**src/rtl/base_ahold_gen.sv**
```systemverilog
// Packet framer: tags each beat with a hold flag so a downstream arbiter keeps its
// grant for the whole packet. Output goes through a two-entry skid buffer.
module base_ahold_gen #(
    parameter int width  = 8,
    parameter int lwidth = 4,
    parameter int lofs   = 0
) (
    input  logic              clk,
    input  logic              reset,
    output logic              i_r,
    input  logic              i_v,
    input  logic [0:width-1]  i_d,
    input  logic              o_r,
    output logic              o_v,
    output logic              o_h,
    output logic [0:width-1]  o_d,
    output logic              dbg_body,
    output logic [lwidth-1:0] dbg_cnt
);

    // Handshake semantics: a beat moves on a port only in a cycle where valid and
    // ready are both high at the rising edge; valid never depends on ready.

    typedef enum logic {HDR, BODY} state_t;

    state_t              state, state_nx;
    logic [lwidth-1:0]   cnt, cnt_nx;
    logic [lwidth-1:0]   hdr_len;
    logic                tag_h;
    logic                in_xfer, out_xfer;

    logic                mv, mh, sv, sh;
    logic [0:width-1]    md, sd;

    // Length field is MSB first: i_d[lofs] is the most significant bit.
    assign hdr_len  = i_d[lofs +: lwidth];

    assign i_r      = ~sv & ~reset;
    assign in_xfer  = i_v & i_r;
    assign out_xfer = mv & o_r;

    assign o_v      = mv;
    assign o_h      = mh;
    assign o_d      = md;
    assign dbg_body = (state == BODY);
    assign dbg_cnt  = cnt;

    always_ff @(posedge clk or posedge reset) begin
        if (reset) begin
            state <= HDR;
            cnt   <= '0;
        end else begin
            state <= state_nx;
            cnt   <= cnt_nx;
        end
    end

    always_comb begin
        state_nx = state;
        cnt_nx   = cnt;
        tag_h    = 1'b0;
        case (state)
            HDR: begin
                tag_h = (hdr_len != '0);
                if (in_xfer && (hdr_len != '0)) begin
                    cnt_nx   = hdr_len;
                    state_nx = BODY;
                end
            end
            BODY: begin
                // cnt counts body beats still to come, including this one.
                tag_h = (cnt != lwidth'(1));
                if (in_xfer) begin
                    cnt_nx = cnt - lwidth'(1);
                    if (cnt == lwidth'(1))
                        state_nx = HDR;
                end
            end
            default: begin
                state_nx = HDR;
                cnt_nx   = '0;
            end
        endcase
    end

    always_ff @(posedge clk or posedge reset) begin
        if (reset) begin
            mv <= 1'b0;
            mh <= 1'b0;
            md <= '0;
            sv <= 1'b0;
            sh <= 1'b0;
            sd <= '0;
        end else if (in_xfer) begin
            // in_xfer implies the skid is empty, so main takes the beat unless held.
            if (!mv || o_r) begin
                mv <= 1'b1;
                mh <= tag_h;
                md <= i_d;
            end else begin
                sv <= 1'b1;
                sh <= tag_h;
                sd <= i_d;
            end
        end else if (out_xfer) begin
            if (sv) begin
                mh <= sh;
                md <= sd;
                sv <= 1'b0;
            end else begin
                mv <= 1'b0;
                mh <= 1'b0;
            end
        end
    end

endmodule
```
**config.mk**
```make
export PLATFORM = sky130hd
export DESIGN_NAME = base_ahold_gen
export DESIGN_NICKNAME = d
export VERILOG_FILES = /design/src/rtl/base_ahold_gen.sv
export SDC_FILE = /design/constraint.sdc
export NUM_CORES = 1
export LEC_CHECK = 0
export CORE_ASPECT_RATIO = 0.8
export CORE_MARGIN = 5
export CORE_UTILIZATION = 28
export CTS_CLUSTER_DIAMETER = 80
export CTS_CLUSTER_SIZE = 24
export DETAILED_ROUTE_END_ITERATION = 7
export GPL_TIMING_DRIVEN = 0
export MAX_ROUTING_LAYER = met4
export PLACE_DENSITY = 0.54
export SYNTH_ARGS = -nofsm -noshare
export SYNTH_HDL_FRONTEND = slang
export SYNTH_SLANG_ARGS = --single-unit
```
**constraint.sdc**
```tcl
create_clock -name clk -period 2.3 [get_ports clk]
set_input_delay 0.46 -clock clk [delete_from_list [all_inputs] [get_ports clk]]
set_output_delay 0.46 -clock clk [all_outputs]
set_load 0.005 [all_outputs]
```
* Word-level counts from Yosys, hierarchy flattened
Index checks and enable logic that the tools add are counted. W data, S select, Z words.
Storage, ports and cells: flip-flop bits (word level) 25, input bits 12, output and inout bits 16, word-level logic and storage cells 58
Operators by class: $add $sub $neg 1, equality and inequality tests 7, multiplexer cells 23, bitwise logic cells 7, reduce and logical (&&, ||, !) cells 12
Operators with widths (count):
- $mux W8 | 4
- $mux W1 | 14
- $mux W4 | 2
- $pmux W4 S2 | 1
- $reduce_and A2 Y1 | 4
- $ne A2 B2 Y1 const B | 3
- $reduce_and A3 Y1 | 2
- $eq A4 B1 Y1 const B | 1
- $ne A2 B1 Y1 const B | 2
- $ne A4 B1 Y1 const B | 1
- $not A1 Y1 | 4
- $pmux W1 S2 | 2
- $reduce_bool A2 Y1 | 2
- $reduce_bool A4 Y1 | 1
- $sub A4 B1 Y4 const B | 1
- $and A1 B1 Y1 | 3
- $logic_and A1 B1 Y1 | 1
- $logic_not A1 Y1 | 1
- $logic_or A1 B1 Y1 | 1

* Longest topological paths before layout
Gate-level depths: netlist (run 1).
word-level depth 6, gate-level depth with buffers 5, mapped depth without buffers 5

* Worst setup path before layout (run 1)
OpenSTA, ideal clock, no wires.
path type input to register, from in reset, to reg md (netlist bit o_d[0]), library setup time 125 ps, data arrival time 1562 ps, required time 2175 ps, slack 613 ps, stages 4, path buffers 1, cell sequence or3b_1 > buf_6 > a21oi_4 > mux2_2
Between the ends: word-level cells in the longest chain between the ends 5, elaborated cells between the ends (all ways) 8, classes of those cells eq/ne (1); mux (1); bitwise (3); reduce/logical (3)
Ends and longest elaborated chain:
- from (decl) | line 9 | input logic reset,
- $not A1 Y1 (*) | line 38 | assign i_r = ~sv & ~reset;
- $and A1 B1 Y1 (*) | line 38
- $and A1 B1 Y1 (*) | line 39 | assign in_xfer = i_v & i_r;
- $ne A2 B1 Y1 (no line) or $reduce_bool A2 Y1 (tied branches)
- $reduce_and A3 Y1 (no line)
- to (signal assigned) | line 99 | md <= i_d;
- to (decl) | line 33 | logic [0:width-1] md, sd;
Every way passes the cells marked *; elsewhere a longest branch is shown, timed or not. A chain may end at the register's enable or synchronous reset.

* Worst setup path after layout (run 1)
from in reset, to out i_r
Between the ends: word-level cells in the longest chain between the ends 2
Ends and longest elaborated chain:
- $not A1 Y1 | line 38
- $and A1 B1 Y1 | line 38
- to (decl) | line 10 | output logic i_r,
No other way between the ends.

==> flow_results.org, run 1 <==
** Final layout
- Summed area of non-filler cells in the final layout :: 1690 µm²
- Final nets :: 154
- Counting the fill cells in the layout gives 443.
- Measured on the finished design, the core utilization comes to 0.372.
- Leaving out filler cells and counting taps, the final layout contains 199.
- Compared with the post-synthesis result, the final layout area differs by 30.1%.
- Highest-count cells in the layout ignoring fill and taps :: clkdlybuf4s50_1, dfrtp_1, mux2_2
- Combined area of the multi-input logic cells :: 622 µm²
- Area taken by flip-flops and latches :: 626 µm²
- Antenna diode count :: 0
- Most frequent standard cell in the layout excluding fill and tap cells :: clkdlybuf4s50_1
- Fraction of final layout cells with drive strength greater than 1 :: 0.245

** Setup path
- Max stage delay on crit path :: 0.53 ns
- Count of cells along the worst register-to-register path :: 4
- Broken down by cell family, the worst path's largest delay share belongs to buffers and inverters.
- For the worst setup path, the data required time is 1.84 ns.
- The most numerous cell type found on the critical path is clkdlybuf4s50_1.
- Number of buffers and inverters on the critical path :: 2
- Crit path capture type :: output port
- Startpoint of the worst register-to-register path :: sv$_DFFE_PP0P_
- Largest fanout on the critical path :: 5
- For flop-to-flop paths, the worst setup slack is 0.52 ns.
- At the worst endpoint, the arrival time is 1.65 ns.
- STA classifies the critical path startpoint as an input port.
- Endpoint of the worst-slack reg-to-reg timing path :: o_d[1]$_DFFE_PP0P_
- The critical path is of the input port to output port type.
- The signal on the critical path passes through clkdlybuf4s50_1, nor2_1, clkdlybuf4s50_1.
- Among all stages on the critical path, the largest delay is contributed by clkdlybuf4s50_1.

** Global route
- Total Routing Usage GR :: 0.0995
- Entering global routing, the biggest net connects 26 pins.
- The initial antenna violation count was 0.
- Number of global-route vias before repair :: 964
- Global-route wire length before repair :: 4.77 mm
- After global routing the overflow that remains totals 0.

** CTS
- Clock buffer count from CTS :: 3
- TritonCTS clock tree :: done
- Clock-pin slew on the worst setup and hold paths :: 0.08 ns
- The number of hold buffers added after CTS was 0.
- Clk Tree Root Cell :: clkbuf_8
- The tree built by TritonCTS fans out to 25 sinks.
- Count of cells resized by post-cts repair :: 0
- Number of buffers between clock root and the deepest sink :: 2
- Clock latency of the later-clocked register in the worst-skew pair :: 0.26 ns
- Post-CTS Setup Repair Bufs :: 0
- CTS built an H-tree with a depth of 1.

** Pwr
- The share of total power dissipated in combinational logic is 0.414.
- Of the total power, registers draw 0.440.
- Internal Dissipation :: 0.00124 W
- Switching Share :: 0.292
- Overall power consumption after layout is estimated at 0.00175 W.
- Proportion of power drawn by the clock network :: 0.146
- IR analysis of the VDD net gives a maximum drop of 524 µV.
- The analysis attributes to cell leakage a power of 0.721 nW.
- Power density over the cells :: 1040 nW/µm²
- NetSw :: 0.000512 W

** Timing
- Headroom to the max-slew limit :: 0.378
- Setup violations remaining at the end of the flow were counted as 0.
- Adding up every negative setup slack in the final design gives 0 ns.
- Hold Violations, Final :: 0
- The worst path in the final design needs a cycle of 2.11 ns, including I/O delays and setup.
- Transition time of the tightest slew-check pin :: 0.932 ns
- Crit share post-route :: 0.917
- The clock arrives with 0.00229 ns of skew.
- Setup repair after global routing left no endpoint under its margin.
- Final Max Slew Viols :: 0
- Fmax :: 474 MHz

** Routing
- In this run, the number of DRC markers left after iteration 0 of detailed routing was 38.
- Average vias per placed instance :: 4.90
- For this run, design rule violations remaining after detail routing come to 0.
- Once detail routing completed, the nets flagged for antenna violations numbered 0.
- After detailed routing, the average wire length per cell comes to 14.3 µm.
- The first detailed-routing pass ran for 4 iterations.
- Number of vias after detailed routing :: 976
- The routed design has 2.85 mm of wire.

** Floorplanning
- The die is 70.9 µm tall.
- In this run the core area contains 22 standard-cell rows.
- Die Outline Area :: 6100 µm²
- Ports :: 28
- For this configuration, the core starts out at a cell density of 0.286.
- The floorplan step defined a core boundary enclosing 4540 µm².
- Die extent in x :: 86.1 µm

** Placement
- Post-detailed-placement cell area :: 1640 µm²
- Number of placed instances, taps included :: 195
- Port buffering added 27 buffers.
- Final weighted congestion in routability-driven placement :: 0.764
- Summed over all nets, the half-perimeter wirelength after detailed placement is 2.11 mm.

** Yosys
- Share of synthesized area occupied by flip-flops and latches :: 0.482
- Post-synth EDFFs :: 0
- Cells taking the most area after synthesis :: dfrtp_1, mux2_2, mux2_4, nand2_1, ha_1
- The number of nets handed over by synthesis was 122.
- Fraction of post-synthesis cell area in the top cell type by area :: 0.482
- The synthesized design contains 25 register bits.
- After synthesis, the netlist uses 37 different library cells.
- Yosys warning total :: 0
- Each instance of the synthesized netlist takes up on average 12.0 µm².
- Of all cell types, the one taking the most synthesized area is dfrtp_1.
- Summing every instance area after synthesis gives 1300 µm².
- Async set-reset flop share out of synthesis :: 1.00
- After technology mapping, the gate count stands at 108.
- Primary flip-flop cell chosen by synthesis mapping :: dfrtp_1

** Hold path
- Counting instances, the worst hold path has a depth of 1.
- The tightest min-delay check is of the flip-flop to flip-flop type.
- The path with the worst hold slack has its endpoint at sd[7]$_DFFE_PP0P_.
- The worst hold path begins at sd[7]$_DFFE_PP0P_.

** Outcome
- The run finished with clean final reports.

** Flow run
- Max Cap Viol :: 0
[area by class of cell]
type | instances | area share
flip-flops and latches | 25 | 0.371
multi-input cells | 74 | 0.368
repair buffers | 27 | 0.160
plain buffers | 4 | 0.0185
inverters | 5 | 0.0111
clock buffers | 4 | 0.0267
well taps | 60 | 0.0445
[cell usage after synthesis (all sizes together), types with 2 or more instances]
master	n
nor4	3
nor3	2
nor2	5
buf	3
a21oi	3
nand2b	2
o21ai	4
nor3b	2
inv	5
mux2	23
nand2	9
ha	2
dfrtp	25
nor2b	2
[through the flow]
stage	hold WS (ns)	worst slack (ns)
after global placement	0.484	-0.0292
final	0.512	0.191
after global routing	0.533	0.137
after floorplan	0.475	0.613
after detailed placement	0.494	-0.0382
after CTS	0.513	0.200
[kinds of logic after synthesis]
family          count (synthesis)  synth area share
simple gates                   35             0.167
flops                          25             0.482
mux                            24             0.219
compound gates                 13            0.0743
buf+inv                         9            0.0386
fa+ha+maj                       2            0.0193
[state kept, by name, summed over array words and instances (netlist names)]
name      count
dbg_cnt       4
o_d           8
o_v           1
o_h           1
sd            8
dbg_body      1
sv            1
sh            1
[routing by layer]
layer  GRT usage  vias to the layer above  wire (µm)
met2       0.157                       23       1370
met3      0.0268                        2        119
met1       0.133                      492       1350
met5           -                        -          0
met4      0.0105                        0          8
li1            -                      459          -
[power groups by stage]
stage               combinational [W]  clock [W]  sequential [W]
finish                       0.000725   0.000255        0.000769
global route                 0.000799   0.000279        0.000797
CTS                          0.000738   0.000266        0.000769
detailed placement           0.000736          0        0.000774
global placement             0.000722          0        0.000761
floorplan                    0.000402          0        0.000754
[how the worst max path moves through the flow]
| stage | to | slack, ns | start | cells past startpoint |
|---|---|---|---|---|
| after global routing | i_r | 0.14 | reset | 3 |
| after CTS | i_r | 0.20 | reset | 3 |
| after floorplan | o_d[0]$_DFFE_PP0P_ | 0.61 | reset | 4 |
| final | i_r | 0.19 | reset | 3 |
| after global placement | o_d[2]$_DFFE_PP0P_ | -0.03 | reset | 5 |
| after detailed placement | o_d[4]$_DFFE_PP0P_ | -0.04 | reset | 5 |
No activity file was read; power rests on OpenSTA's default activity.
==> run 2, diff against run 1 <==
- CORE_UTILIZATION: 28 -> 50
- DONT_BUFFER_PORTS: unset -> 1
- PLACE_DENSITY: 0.54 -> 0.7
==> flow_results.org, run 2 (synthesized netlist as in run 1, its figures left out) <==
** Outcome
- Outcome: completed (unchanged).

** Final layout
- The post-synthesis to final-layout area growth is 5.79% (was 30.1%).
- The count of filler cells inserted in the layout came to 215 (was 443).
- The most common cell after layout, fill and taps aside was dfrtp_1 (was clkdlybuf4s50_1).
- Highest-count cells in the layout ignoring fill and taps: dfrtp_1, mux2_2, nand2_1 (was clkdlybuf4s50_1, dfrtp_1, mux2_2).
- Summed area of non-filler cells in the final layout :: 1370 µm² (was 1690 µm²)
- Final nets :: 127 (was 154)
- The number of cells in the finished layout apart from fillers is 148 (was 199).
- The antenna diode count is 0 (unchanged).
- Fraction of final layout cells with drive strength greater than 1 :: 0.313 (was 0.245)

** Floorplanning
- CORE AREA :: 2460 µm² (was 4540 µm²)
- The total die area is 3720 µm² (was 6100 µm²).
- Std cell rows :: 16 (was 22)
- Die extent in x :: 67.0 µm (was 86.1 µm)
- The starting density of the core came to 0.527 (was 0.286).
- The die extent in y is 55.6 µm (was 70.9 µm).
- Ports :: 28 (unchanged)

** CTS
- Number of levels the H-tree was split into :: 1 (unchanged)
- The post-cts repair resize count was 0 (unchanged).
- The CTS tree is done (unchanged).
- The maximum buffer depth of the clock tree was 2 (unchanged).
- Clock buffer count from CTS :: 3 (unchanged)
- The hold-fix buffer count after cts came to 0 (unchanged).
- Clock-pin slew on the worst setup and hold paths :: 0.14 ns (was 0.08 ns)
- Clock latency of the later-clocked register in the worst-skew pair :: 0.32 ns (was 0.26 ns)
- Clk Tree Root Cell :: clkbuf_4 (was clkbuf_8)
- Post-CTS Setup Repair Bufs :: 0 (unchanged)
- The number of clock sinks came to 25 (unchanged).

** Routing
- The final wirelength was 2.48 mm (was 2.85 mm).
- The total via count in the routed design was 845 (was 976).
- Routed wire per std cell :: 16.8 µm (was 14.3 µm)
- The post-route DRC violation count is 0 (unchanged).
- The initial DRC count is 44 (was 38).
- The iteration count of the initial detailed-routing pass came to 4 (unchanged).
- The post-detailed-route via-to-cell ratio is 5.71 (was 4.90).
- The post-route antenna net violation count was 0 (unchanged).

** Timing
- Unrepaired setup endpoints after global routing: no (unchanged).
- Final count of negative-setup-slack endpoints :: 0 (unchanged)
- Headroom to the max-slew limit :: 0.371 (was 0.378)
- Transition time of the tightest slew-check pin :: 0.943 ns (was 0.932 ns)
- The number of slew-limit violations in the final report was 0 (unchanged).
- The setup total negative slack is 0 ns (unchanged).
- The hold violation total from the final report was 0 (unchanged).
- The shortest clock period the worst path allows after layout came to 1.80 ns (was 2.11 ns).
- Fmax :: 556 MHz (was 474 MHz)
- The ratio of final minimum period to clock period was 0.782 (was 0.917).
- Clock skew :: 0.00300 ns (was 0.00229 ns)

** Pwr
- The static leakage is 0.607 nW (was 0.721 nW).
- Largest vdd supply drop :: 645 µV (was 524 µV)
- Power density over the cells :: 1060 nW/µm² (was 1040 nW/µm²)

** Global route
- Global-route wire length before repair :: 4.28 mm (was 4.77 mm)
- Number of global-route vias before repair :: 912 (was 964)
- Initial antenna violation count :: 0 (unchanged)
- Pin count of the biggest net entering global routing :: 26 (unchanged)
- Total gr overflow :: 0 (unchanged)
- Total Routing Usage GR :: 0.151 (was 0.0995)

** Setup path
- Arrival @ worst endpoint :: 2.02 ns (was 1.65 ns)
- Setup Crit Path Kind :: flip-flop to flip-flop (was input port to output port)
- The type of element launching the critical path is a flip-flop (was input port).
- Largest fanout on the critical path :: 8 (was 5)
- The critical path data required time was 2.52 ns (was 1.84 ns).
- Crit path capture type :: flip-flop (was output port)

** Placement
- Final weighted congestion in routability-driven placement :: 0.777 (was 0.764)
- Number of placed instances, taps included :: 144 (was 195)
- Post-detailed-placement cell area :: 1340 µm² (was 1640 µm²)
- Post-detailed-placement half-perimeter wirelength :: 1.81 mm (was 2.11 mm)
- Number of I/O port buffers :: 0 (was 27)

** Hold path
- The class of the worst hold path is input port to asynchronous set/reset pin (was flip-flop to flip-flop).

** Flow run
- Max Cap Viol :: 0 (unchanged)
-- run 2: cell types whose count changed in the layout (fill, tap and decap cells not counted) --
cell	change
clkdlybuf4s50_1	-27
clkbuf_1	-1
clkinvlp_4	+1
clkbuf_8	-3
clkbuf_4	+3
-- run 2: stage by stage --
stage	hold WS [ns]	power [W]	setup WS, ns	util
finish	0.221	0.00145	0.502	0.557
global route	0.256	0.00158	0.414	0.557
CTS	0.246	0.00147	0.494	0.557
detailed placement	0.496	0.00127	0.490	0.545
global placement	0.484	0.00123	0.521	0.545
floorplan	0.475	0.00116	0.613	-
-- run 2: worst paths after layout --
check,from,to,slack [ns],cells past startpoint
min reg2reg,sd[7]$_DFFE_PP0P_,sd[7]$_DFFE_PP0P_,0.52,1
max in group asynchronous,reset,sd[0]$_DFFE_PP0P_,1.51,1
min,reset,o_v$_DFFE_PP0P_,0.22,1
max reg2reg,sv$_DFFE_PP0P_,o_d[1]$_DFFE_PP0P_,0.50,4
min in group clk,i_d[7],sd[7]$_DFFE_PP0P_,0.28,1
max,sv$_DFFE_PP0P_,o_d[1]$_DFFE_PP0P_,0.50,4
-- run 2: per-layer routing --
metal,up-vias,GRT usage,routed length [µm]
li1,401,-,-
met1,413,0.185,1060
met2,29,0.239,1240
met3,2,0.0568,172
met4,0,0.0318,10
met5,-,-,0
-- run 2: final cells by class --
cell class	count	area [µm²]	area share
inverter	5	18.8	0.0137
clock buffer	3	22.5	0.0164
multi-input combinational	74	622	0.453
tap	36	45.0	0.0328
clock inverter	1	7.51	0.00547
sequential	25	626	0.456
buffer	4	31.3	0.0228
-- run 2: power by group --
group | internal (W) | leakage [nW] | switching [W]
clock network | 0.0000665 | 0.0139 | 0.000136
registers | 0.000626 | 0.291 | 0.000166
logic | 0.000286 | 0.302 | 0.000170
total | 0.000979 | 0.607 | 0.000471
-- run 2: critical path: stages (launching register included) --
cell and delay (ns):
dfrtp_1 0.49, or3b_1 0.39, buf_6 0.15, a21oi_4 0.30, mux2_2 0.38
